`config.mk`:
```
export PLATFORM = sky130hd
export DESIGN_NAME = obuf_mem_ctrl
export DESIGN_NICKNAME = d
export VERILOG_FILES = /design/src/rtl/obuf_mem_ctrl.sv
export SDC_FILE = /design/constraint.sdc
export NUM_CORES = 1
export LEC_CHECK = 0
export CAP_MARGIN = 30
export CELL_PAD_IN_SITES_DETAIL_PLACEMENT = 1
export CELL_PAD_IN_SITES_GLOBAL_PLACEMENT = 1
export CORE_MARGIN = 2
export CORE_UTILIZATION = 44
export DETAILED_ROUTE_END_ITERATION = 7
export DONT_BUFFER_PORTS = 1
export MAX_ROUTING_LAYER = met4
export PLACE_DENSITY = 0.77
export SKIP_LAST_GASP = 1
export SLEW_MARGIN = 30
export SYNTH_ARGS = -nofsm -noshare
export SYNTH_HDL_FRONTEND = slang
export SYNTH_SLANG_ARGS = --single-unit
```
`constraint.sdc`:
```
create_clock -name clk -period 3.1 [get_ports clk]
set_clock_uncertainty 0.15 [all_clocks]
set_input_delay 0.465 -clock clk [delete_from_list [all_inputs] [get_ports clk]]
set_output_delay 0.465 -clock clk [all_outputs]
set_load 0.05 [all_outputs]
```
`src/rtl/obuf_mem_ctrl.sv`:
```
// -----------------------------------------------------------------------------
// obuf_mem_ctrl
//   Memory-side sequencer for the output buffer (OBUF). Runs one command at a
//   time:
//     DRAIN (cmd_op=0): read cmd_count OBUF words starting at cmd_base_addr and
//                       stream them out on rd_out_* (valid/ready, last flag).
//     LOAD  (cmd_op=1): accept cmd_count words on wr_in_* (valid/ready) and
//                       write them into OBUF starting at cmd_base_addr.
//   The OBUF read port has a fixed 1-cycle latency. A 2-entry skid FIFO plus a
//   single in-flight flag absorb that latency so rd_out_ready can stall at any
//   time without losing or duplicating words.
//
// Ports
//   clk, reset                    clock, async active-low reset
//   cmd_valid/cmd_ready           command handshake (ready only in IDLE)
//   cmd_op, cmd_base_addr,        command fields; count 0 completes at once
//   cmd_count
//   mem_read_req/addr/data        OBUF read port (data 1 cycle after req)
//   mem_write_req/addr/data       OBUF write port (registered)
//   rd_out_valid/ready/data/last  DRAIN output stream
//   wr_in_valid/ready/data        LOAD input stream
//   busy                          high in any state other than IDLE
//   done                          one-cycle completion pulse
// -----------------------------------------------------------------------------
module obuf_mem_ctrl #(
    parameter int MEM_ADDR_WIDTH = 11,
    parameter int MEM_DATA_WIDTH = 64,
    parameter int COUNT_W        = 16
) (
    input  logic                      clk,
    input  logic                      reset,

    input  logic                      cmd_valid,
    output logic                      cmd_ready,
    input  logic                      cmd_op,
    input  logic [MEM_ADDR_WIDTH-1:0] cmd_base_addr,
    input  logic [COUNT_W-1:0]        cmd_count,

    output logic                      mem_read_req,
    output logic [MEM_ADDR_WIDTH-1:0] mem_read_addr,
    input  logic [MEM_DATA_WIDTH-1:0] mem_read_data,

    output logic                      mem_write_req,
    output logic [MEM_ADDR_WIDTH-1:0] mem_write_addr,
    output logic [MEM_DATA_WIDTH-1:0] mem_write_data,

    output logic                      rd_out_valid,
    input  logic                      rd_out_ready,
    output logic [MEM_DATA_WIDTH-1:0] rd_out_data,
    output logic                      rd_out_last,

    input  logic                      wr_in_valid,
    output logic                      wr_in_ready,
    input  logic [MEM_DATA_WIDTH-1:0] wr_in_data,

    output logic                      busy,
    output logic                      done
);

    typedef enum logic [1:0] {
        S_IDLE  = 2'd0,
        S_DRAIN = 2'd1,
        S_LOAD  = 2'd2,
        S_DONE  = 2'd3
    } state_t;

    localparam logic [COUNT_W-1:0]        CNT_ONE  = COUNT_W'(1);
    localparam logic [MEM_ADDR_WIDTH-1:0] ADDR_ONE = MEM_ADDR_WIDTH'(1);

    state_t state, state_nxt;

    // Command context
    logic [MEM_ADDR_WIDTH-1:0] addr_ptr;
    logic [COUNT_W-1:0]        remaining;   // words still to issue / accept
    logic [COUNT_W-1:0]        cmd_cnt;     // latched command length
    logic [COUNT_W-1:0]        pop_cnt;     // DRAIN words delivered so far

    // Read-latency skid buffer
    logic                                 inflight;
    logic [1:0][MEM_DATA_WIDTH-1:0]       fifo_mem;
    logic                                 fifo_wr;
    logic                                 fifo_rd;
    logic [1:0]                           fifo_cnt;

    logic accept;
    logic fifo_empty;
    logic head_valid;
    logic pop;
    logic last_word;
    logic room;
    logic issue;
    logic push;
    logic fifo_pop;
    logic wr_hs;

    // -------------------------------------------------------------------------
    // Datapath helpers
    // -------------------------------------------------------------------------
    assign accept     = cmd_valid && cmd_ready;
    assign fifo_empty = (fifo_cnt == 2'd0);

    // The word returning from OBUF this cycle is visible at the stream head
    // when the FIFO is empty, so the first word appears one cycle after issue
    // and an empty-FIFO pop bypasses storage entirely.
    assign head_valid = (state == S_DRAIN) && (!fifo_empty || inflight);
    assign pop        = head_valid && rd_out_ready;
    assign last_word  = (pop_cnt == cmd_cnt - CNT_ONE);

    // Words held = FIFO occupancy + word in flight; never more than two.
    assign room  = ({1'b0, fifo_cnt} + {2'b00, inflight}) < 3'd2;
    assign issue = (state == S_DRAIN) && (remaining != '0) && (room || pop);

    // Returning word is stored unless it was consumed directly via bypass.
    assign push     = inflight && !(fifo_empty && pop);
    assign fifo_pop = pop && !fifo_empty;

    assign wr_hs = wr_in_valid && wr_in_ready;

    assign mem_read_addr = addr_ptr;
    assign rd_out_data   = fifo_empty ? mem_read_data : fifo_mem[fifo_rd];

    // -------------------------------------------------------------------------
    // FSM: state register
    // -------------------------------------------------------------------------
    always_ff @(posedge clk or negedge reset) begin
        if (!reset) state <= S_IDLE;
        else        state <= state_nxt;
    end

    // -------------------------------------------------------------------------
    // FSM: next state
    // -------------------------------------------------------------------------
    always_comb begin
        state_nxt = state;
        case (state)
            S_IDLE: begin
                if (accept) begin
                    if (cmd_count == '0) state_nxt = S_DONE;
                    else if (cmd_op)     state_nxt = S_LOAD;
                    else                 state_nxt = S_DRAIN;
                end
            end
            S_DRAIN: if (pop && last_word) state_nxt = S_DONE;
            // remaining==0 with a strobe pending means the final write is on
            // the port this cycle.
            S_LOAD:  if ((remaining == '0) && mem_write_req) state_nxt = S_DONE;
            S_DONE:  state_nxt = S_IDLE;
            default: state_nxt = S_IDLE;
        endcase
    end

    // -------------------------------------------------------------------------
    // FSM: outputs
    // -------------------------------------------------------------------------
    always_comb begin
        cmd_ready    = 1'b0;
        busy         = 1'b1;
        done         = 1'b0;
        wr_in_ready  = 1'b0;
        mem_read_req = 1'b0;
        rd_out_valid = 1'b0;
        rd_out_last  = 1'b0;
        case (state)
            S_IDLE: begin
                cmd_ready = 1'b1;
                busy      = 1'b0;
            end
            S_DRAIN: begin
                mem_read_req = issue;
                rd_out_valid = head_valid;
                rd_out_last  = head_valid && last_word;
            end
            S_LOAD:  wr_in_ready = (remaining != '0);
            S_DONE:  done = 1'b1;
            default: busy = 1'b0;
        endcase
    end

    // -------------------------------------------------------------------------
    // Command context, skid FIFO and write port registers
    // -------------------------------------------------------------------------
    always_ff @(posedge clk or negedge reset) begin
        if (!reset) begin
            addr_ptr       <= '0;
            remaining      <= '0;
            cmd_cnt        <= '0;
            pop_cnt        <= '0;
            inflight       <= 1'b0;
            fifo_mem       <= '0;
            fifo_wr        <= 1'b0;
            fifo_rd        <= 1'b0;
            fifo_cnt       <= 2'd0;
            mem_write_req  <= 1'b0;
            mem_write_addr <= '0;
            mem_write_data <= '0;
        end else begin
            mem_write_req <= wr_hs;
            if (wr_hs) begin
                mem_write_addr <= addr_ptr;
                mem_write_data <= wr_in_data;
            end

            if (accept) begin
                addr_ptr  <= cmd_base_addr;
                remaining <= cmd_count;
                cmd_cnt   <= cmd_count;
                pop_cnt   <= '0;
                inflight  <= 1'b0;
                fifo_wr   <= 1'b0;
                fifo_rd   <= 1'b0;
                fifo_cnt  <= 2'd0;
            end else begin
                // issue and wr_hs belong to different states, never both.
                if (issue || wr_hs) begin
                    addr_ptr  <= addr_ptr + ADDR_ONE;
                    remaining <= remaining - CNT_ONE;
                end

                if (pop) pop_cnt <= pop_cnt + CNT_ONE;

                inflight <= issue;

                if (push) begin
                    fifo_mem[fifo_wr] <= mem_read_data;
                    fifo_wr           <= ~fifo_wr;
                end
                if (fifo_pop) fifo_rd <= ~fifo_rd;

                case ({push, fifo_pop})
                    2'b10:   fifo_cnt <= fifo_cnt + 2'd1;
                    2'b01:   fifo_cnt <= fifo_cnt - 2'd1;
                    default: fifo_cnt <= fifo_cnt;
                endcase
            end
        end
    end

endmodule

```
After elaboration in Yosys (flattened, before gate mapping):

Cells that the tools add are included.

* output and inout bits: 158
* bits of input ports: 161
* register bits after elaboration: 270
* word-level logic and storage cells: 99

* equal/unequal tests: 9
* magnitude comparators: 4
* bitwise gates (word level): 3
* muxes and demuxes: 32
* add/sub/neg operators: 7
* reduce and logical (&&, ||, !) cells: 30

Operator list (count)
* 2-to-1 mux 64 bit: 4
* bitwise mux 128 bit: 1
* demux 64 bit (select 1 bit): 1
* 2-to-1 mux 16 bit: 4
* logical NOT 16 bit: 2
* subtractor 16 x 1 -> 16 bit (second input constant): 2
* 2-to-1 mux 11 bit: 2
* adder 16 x 1 -> 16 bit (second input constant): 1
* equality test 16 bit: 1
* nonzero test 16 bit: 1
* logical AND 1 bit: 13
* 2-to-1 mux 1 bit: 12
* 2-to-1 mux 2 bit: 6
* adder 11 x 1 -> 11 bit (second input constant): 1
* case mux 2 bit (4 select lines): 1
* nonzero test 2 bit: 4
* equality test 2 bit (second input constant): 3
* equality test 2 x 1 -> 1 bit (second input constant): 2
* logical NOT 2 bit: 2
* less-than comparator 1 x 2 -> 1 bit (second input constant): 2
* != test 2 bit (second input constant): 2
* case mux 2 bit (2 select lines): 1
* adder 2 x 1 -> 3 bit: 1
* logical OR 1 bit: 3
* 10 further kinds: 13

Depth between registers and ports, before layout:

* depth in word-level cells: 11
* mapped depth: 11

Least setup slack after synthesis:

Ideal clock, no wire load.

* kind: register to output
* from: reg cmd_cnt[0]
* to: out rd_out_last
* slack: -1228 ps
* data arrival time: 3713 ps
* data required time: 2485 ps
* cell stages (with the launch flop): 10
* cell sequence: dfrtp_1 inv_1 ha_1 or4b_4 buf_6 a2111oi_4 a31oi_1 o22ai_1 o2111ai_1 nor4b_1

* cells in the longest elaborated chain, start to end: 4

RTL lines
* from (decl): RTL line 75 `logic [COUNT_W-1:0] cmd_cnt;`
* from (signal assigned): RTL line 206 `cmd_cnt <= cmd_count;`
* subtractor 16 x 1 -> 16 bit: RTL line 107 `assign last_word = (pop_cnt == cmd_cnt - CNT_ONE);`
* equality test 16 bit: RTL line 107
* logical AND 1 bit: RTL line 171 `rd_out_last = head_valid && last_word;`
* 2-to-1 mux 1 bit: RTL line 163 `case (state)`
* to (decl): RTL line 50 `output logic rd_out_last,`

Every way passes these cells.

Final worst setup path:

* from: reg cmd_cnt[4]
* to: out rd_out_last

Same word-level chain as after synthesis.

==> impl_metrics.ini <==
[outcome]
status = finished with violations
failed_checks = hold timing, setup timing

[logic_synthesis]
post_synth.cell_area_avg_um2 = 10.26
post_synth_and_or_nand_nor_area_fraction_pct = 16.42
synth_cells = 1235
ys.flop_type = sky130_fd_sc_hd__dfrtp_1
synth-xor-area-share_pct = 3.870
netlist.top_cell.by_area = sky130_fd_sc_hd__dfrtp_1
synth_enable_flop_cells = 0
synth_cell_type_count = 58
synth-compound-area-share_pct = 6.357
yosys_warnings = 0
synth_top_area_share_pct = 53.31
synth_mux_area_share_pct = 16.68
synth-async-reset-ratio_pct = 100.0
postSynthRegisterBits = 270
syn_nets = 1404
syn-cell-area_mm2 = 0.01267
synth_adder_area_share_pct = 0.7897
yosys-top-cells-area = sky130_fd_sc_hd__dfrtp_1 (53%), sky130_fd_sc_hd__mux2_2 (11%), sky130_fd_sc_hd__nand2_1 (8.9%)
yosysSeqAreaShare_pct = 53.31
main_combinational_cell_family_by_area_after_synthesis = multiplexers

[drt]
ant_nets = 0
drt_first_pass_iters = 5
via_count = 10400
avgRoutedWirePerCell_um = 22.60
drt_iter0_drc = 606
via_density_per_instance = 5.550
wirelength_mm = 42.32
drc = 0

[worst_setup_path]
cp_data_required_time_ns = 2.48
timing.critical_path.arrival_ns = 2.91
critical-path-slowest-cell = sky130_fd_sc_hd__or4b_4
critical-path-max-stage-delay_ns = 0.61
setup.worst_path.class = reg2out
worst-path-max-fanout = 6
cp-end-kind = output pin
crit_family = simple AND/OR/NAND/NOR gates
critical_path_start_type = flop
worstPathBufferInverterCount = 2
critical_path.cell_chain = buf_4 -> or4b_4 -> xnor2_2 -> a31oi_1 -> o22ai_1 -> o2111ai_2 -> nor4b_4 -> buf_12

[power]
leakage_uw = 0.007343
irDropWorstVdd_uv = 793.0
p_per_area_mw_per_mm2 = 1299

[sta]
fmax_ghz = 0.2835
final_period_minus_worst_setup_slack_ns = 3.528
setup_repair_after_global_routing_missed_its_margin = true
slew-limit-headroom_pct = 50.73
final_hold_viol_count = 270
final_min_period_over_clock_period_pct = 113.8
post-route-worst-setup-slack_ns = -0.4276
worst_pin_slew_ns = 0.7391
timing.final.setup_violations = 1
slew_violations = 0
final.hold.worst_slack_ns = -0.5339

[global_routing]
grt_use_total_pct = 28.45
overflow = 0
first_global_vias = 11910
antenna_found_initial = 2
grt_first_pass_wirelength_mm = 66.08
grt_start_max_net_pins = 271

[clocking]
cts_sink_cnt = 270
clock_tree.root_cell = sky130_fd_sc_hd__clkbuf_16
cts-buffers-inserted = 29
htree_num_levels = 1
clock_tree_from_tritoncts = built
cts.clk_slew.worst_paths_ns = 0.06
clock_latency_ns = 0.54
longest_clk_path_bufs = 3
holdBufCountCts = 155

[cells_and_area]
post_route_cells_drive_above_1_share_pct = 21.32
fillCellCount = 3074
final_core_utilization_pct = 57.42
layout.area.seq_mm2 = 0.006760
multi_input_comb_area_mm2 = 0.005703
area_growth_from_synthesis_to_final_layout_pct = 29.33
design_area_mm2 = 0.01639
final_nets = 1634

[die]
top_level_ports = 319
floorplan.initialDensity_pct = 44.40
floorplan.die_area_mm2 = 0.03018
die_y_um = 173.7
rows = 62
die-width_um = 173.7
floorplan.core_area_mm2 = 0.02855

[placed_design]
port_buffers = 0
place.detailed.hpwl_mm = 24.29
routabilityCongestion = 0.8696
dpl-instance-area_mm2 = 0.01382

[hold_path]
hold_path_class = in2async

[flow_run]
cap_viol_max_count = 0
-- cells in the mapped netlist, types with 7 or more instances --
master                     count
sky130_fd_sc_hd__nand3_1      12
sky130_fd_sc_hd__clkbuf_1     56
sky130_fd_sc_hd__nor3_1       12
sky130_fd_sc_hd__nand2_1     300
sky130_fd_sc_hd__a21oi_1      77
sky130_fd_sc_hd__ha_1          8
sky130_fd_sc_hd__buf_1         7
sky130_fd_sc_hd__nor4_1        9
sky130_fd_sc_hd__mux2_2      129
sky130_fd_sc_hd__nand4_1       8
sky130_fd_sc_hd__xnor2_1      28
sky130_fd_sc_hd__xor2_1       28
sky130_fd_sc_hd__inv_1        12
sky130_fd_sc_hd__o21ai_0      39
sky130_fd_sc_hd__dfrtp_1     270
sky130_fd_sc_hd__nor2_1      102
sky130_fd_sc_hd__mux2i_1      65
sky130_fd_sc_hd__or3_1         7
-- cell usage in the layout, fill, tap and decap left out, drive strengths merged, types with 8 or more instances in the layout --
cell type      n
o21ai         39
mux2i         65
ha             8
nand2        300
nor4          11
nor2         102
xor2          28
buf          111
a21oi         77
mux2         130
or3            8
inv           14
nand4          8
xnor2         28
dlygate4sd3  155
nand3         13
clkbuf        45
nor3          14
dfrtp        270
-- path summary, 6_finish.rpt --
| check | start | end | slack [ns] | cells after the start |
|---|---|---|---|---|
| setup / recovery | cmd_cnt[4] | rd_out_last | -0.43 | 8 |
| min in group clk | cmd_op | state[0] | 0.06 | 2 |
| max in group asynchronous | reset | mem_write_data[62] | 2.94 | 0 |
| setup reg to reg | cmd_cnt[4] | state[0] | 0.14 | 10 |
| hold reg to reg | cmd_cnt[15] | cmd_cnt[15] | 0.35 | 2 |
| hold / removal | reset | fifo_mem[85] | -0.53 | 0 |
-- cell families (layout without fill, tap and decap cells) --
family                   after synthesis  after routing
AND/OR/NAND/NOR                      486            486
flip-flops                           270            270
other                                  0              2
AO/OA/AOI/OAI                        140            140
adder cells (fa/ha/maj)                8              8
buffers and inverters                 80            332
multiplexers                         195            195
XOR/XNOR                              56             56
-- worst reg2reg max path, delay by kind of cell (launching register included) --
kind / cells / cell delay [ns]
AOI/OAI and AO/OA: 5 / 1.05
and+or+nand+nor: 2 / 0.74
DFF: 1 / 0.38
buffers and inverters: 2 / 0.35
xor gates and xnor gates: 1 / 0.18
-- repair_timing --
item / 4_1_cts / 5_1_grt
setup buffers: 2 / 3
setup endpoints to repair: 1 / 7
pin swaps: 4 / 6
endpoints found under the hold margin: 505 / 270
resized for setup: 3 / 8
-- through the flow --
step / power [uW] / setup WS [ns] / TNS [ns] / hold slack, ns / std cells
finish: 21290 / -0.4276 / -0.4276 / -0.5339 / 1873
global placement: 16830 / 0.06219 / 0 / 0.02412 / 1659
floorplan: 14450 / -0.05292 / -0.05292 / 0.01941 / 1235
global route: 22300 / -0.5992 / -0.6175 / -0.5624 / 1873
CTS: 20880 / -0.4744 / -0.6096 / -0.5589 / 1869
detailed placement: 17230 / 0.01272 / 0 / 0.02421 / 1659
-- area by class of cell --
cell class | instances | area share (%)
flip-flops and latches | 270 | 41.24
multi-input cells | 885 | 34.79
repair buffers | 266 | 15.13
clock buffers | 45 | 5.160
well taps | 384 | 2.931
clock inverters | 8 | 0.4198
inverters | 13 | 0.2977
diodes | 2 | 0.03053
-- layer usage --
layer | GRT usage [%] | part of all wire (%)
met1 | 30.43 | 37
met2 | 50.35 | 52
met3 | 5.592 | 5.7
met4 | 13.94 | 5.4
met5 | - | 0
-- state kept, by name, indices dropped and copies added (netlist names) --
signal          flops
mem_read_addr      11
remaining          16
mem_write_req       1
mem_write_addr     11
fifo_cnt            2
fifo_rd             1
mem_write_data     64
inflight            1
fifo_wr             1
state               2
pop_cnt            16
fifo_mem          128
cmd_cnt            16
-- power breakdown --
part           switching (uW)  internal [uW]
combinational            6110           3600
clock                    1430           1950
sequential               3080           5120
No activity file was read; power rests on OpenSTA's default activity.
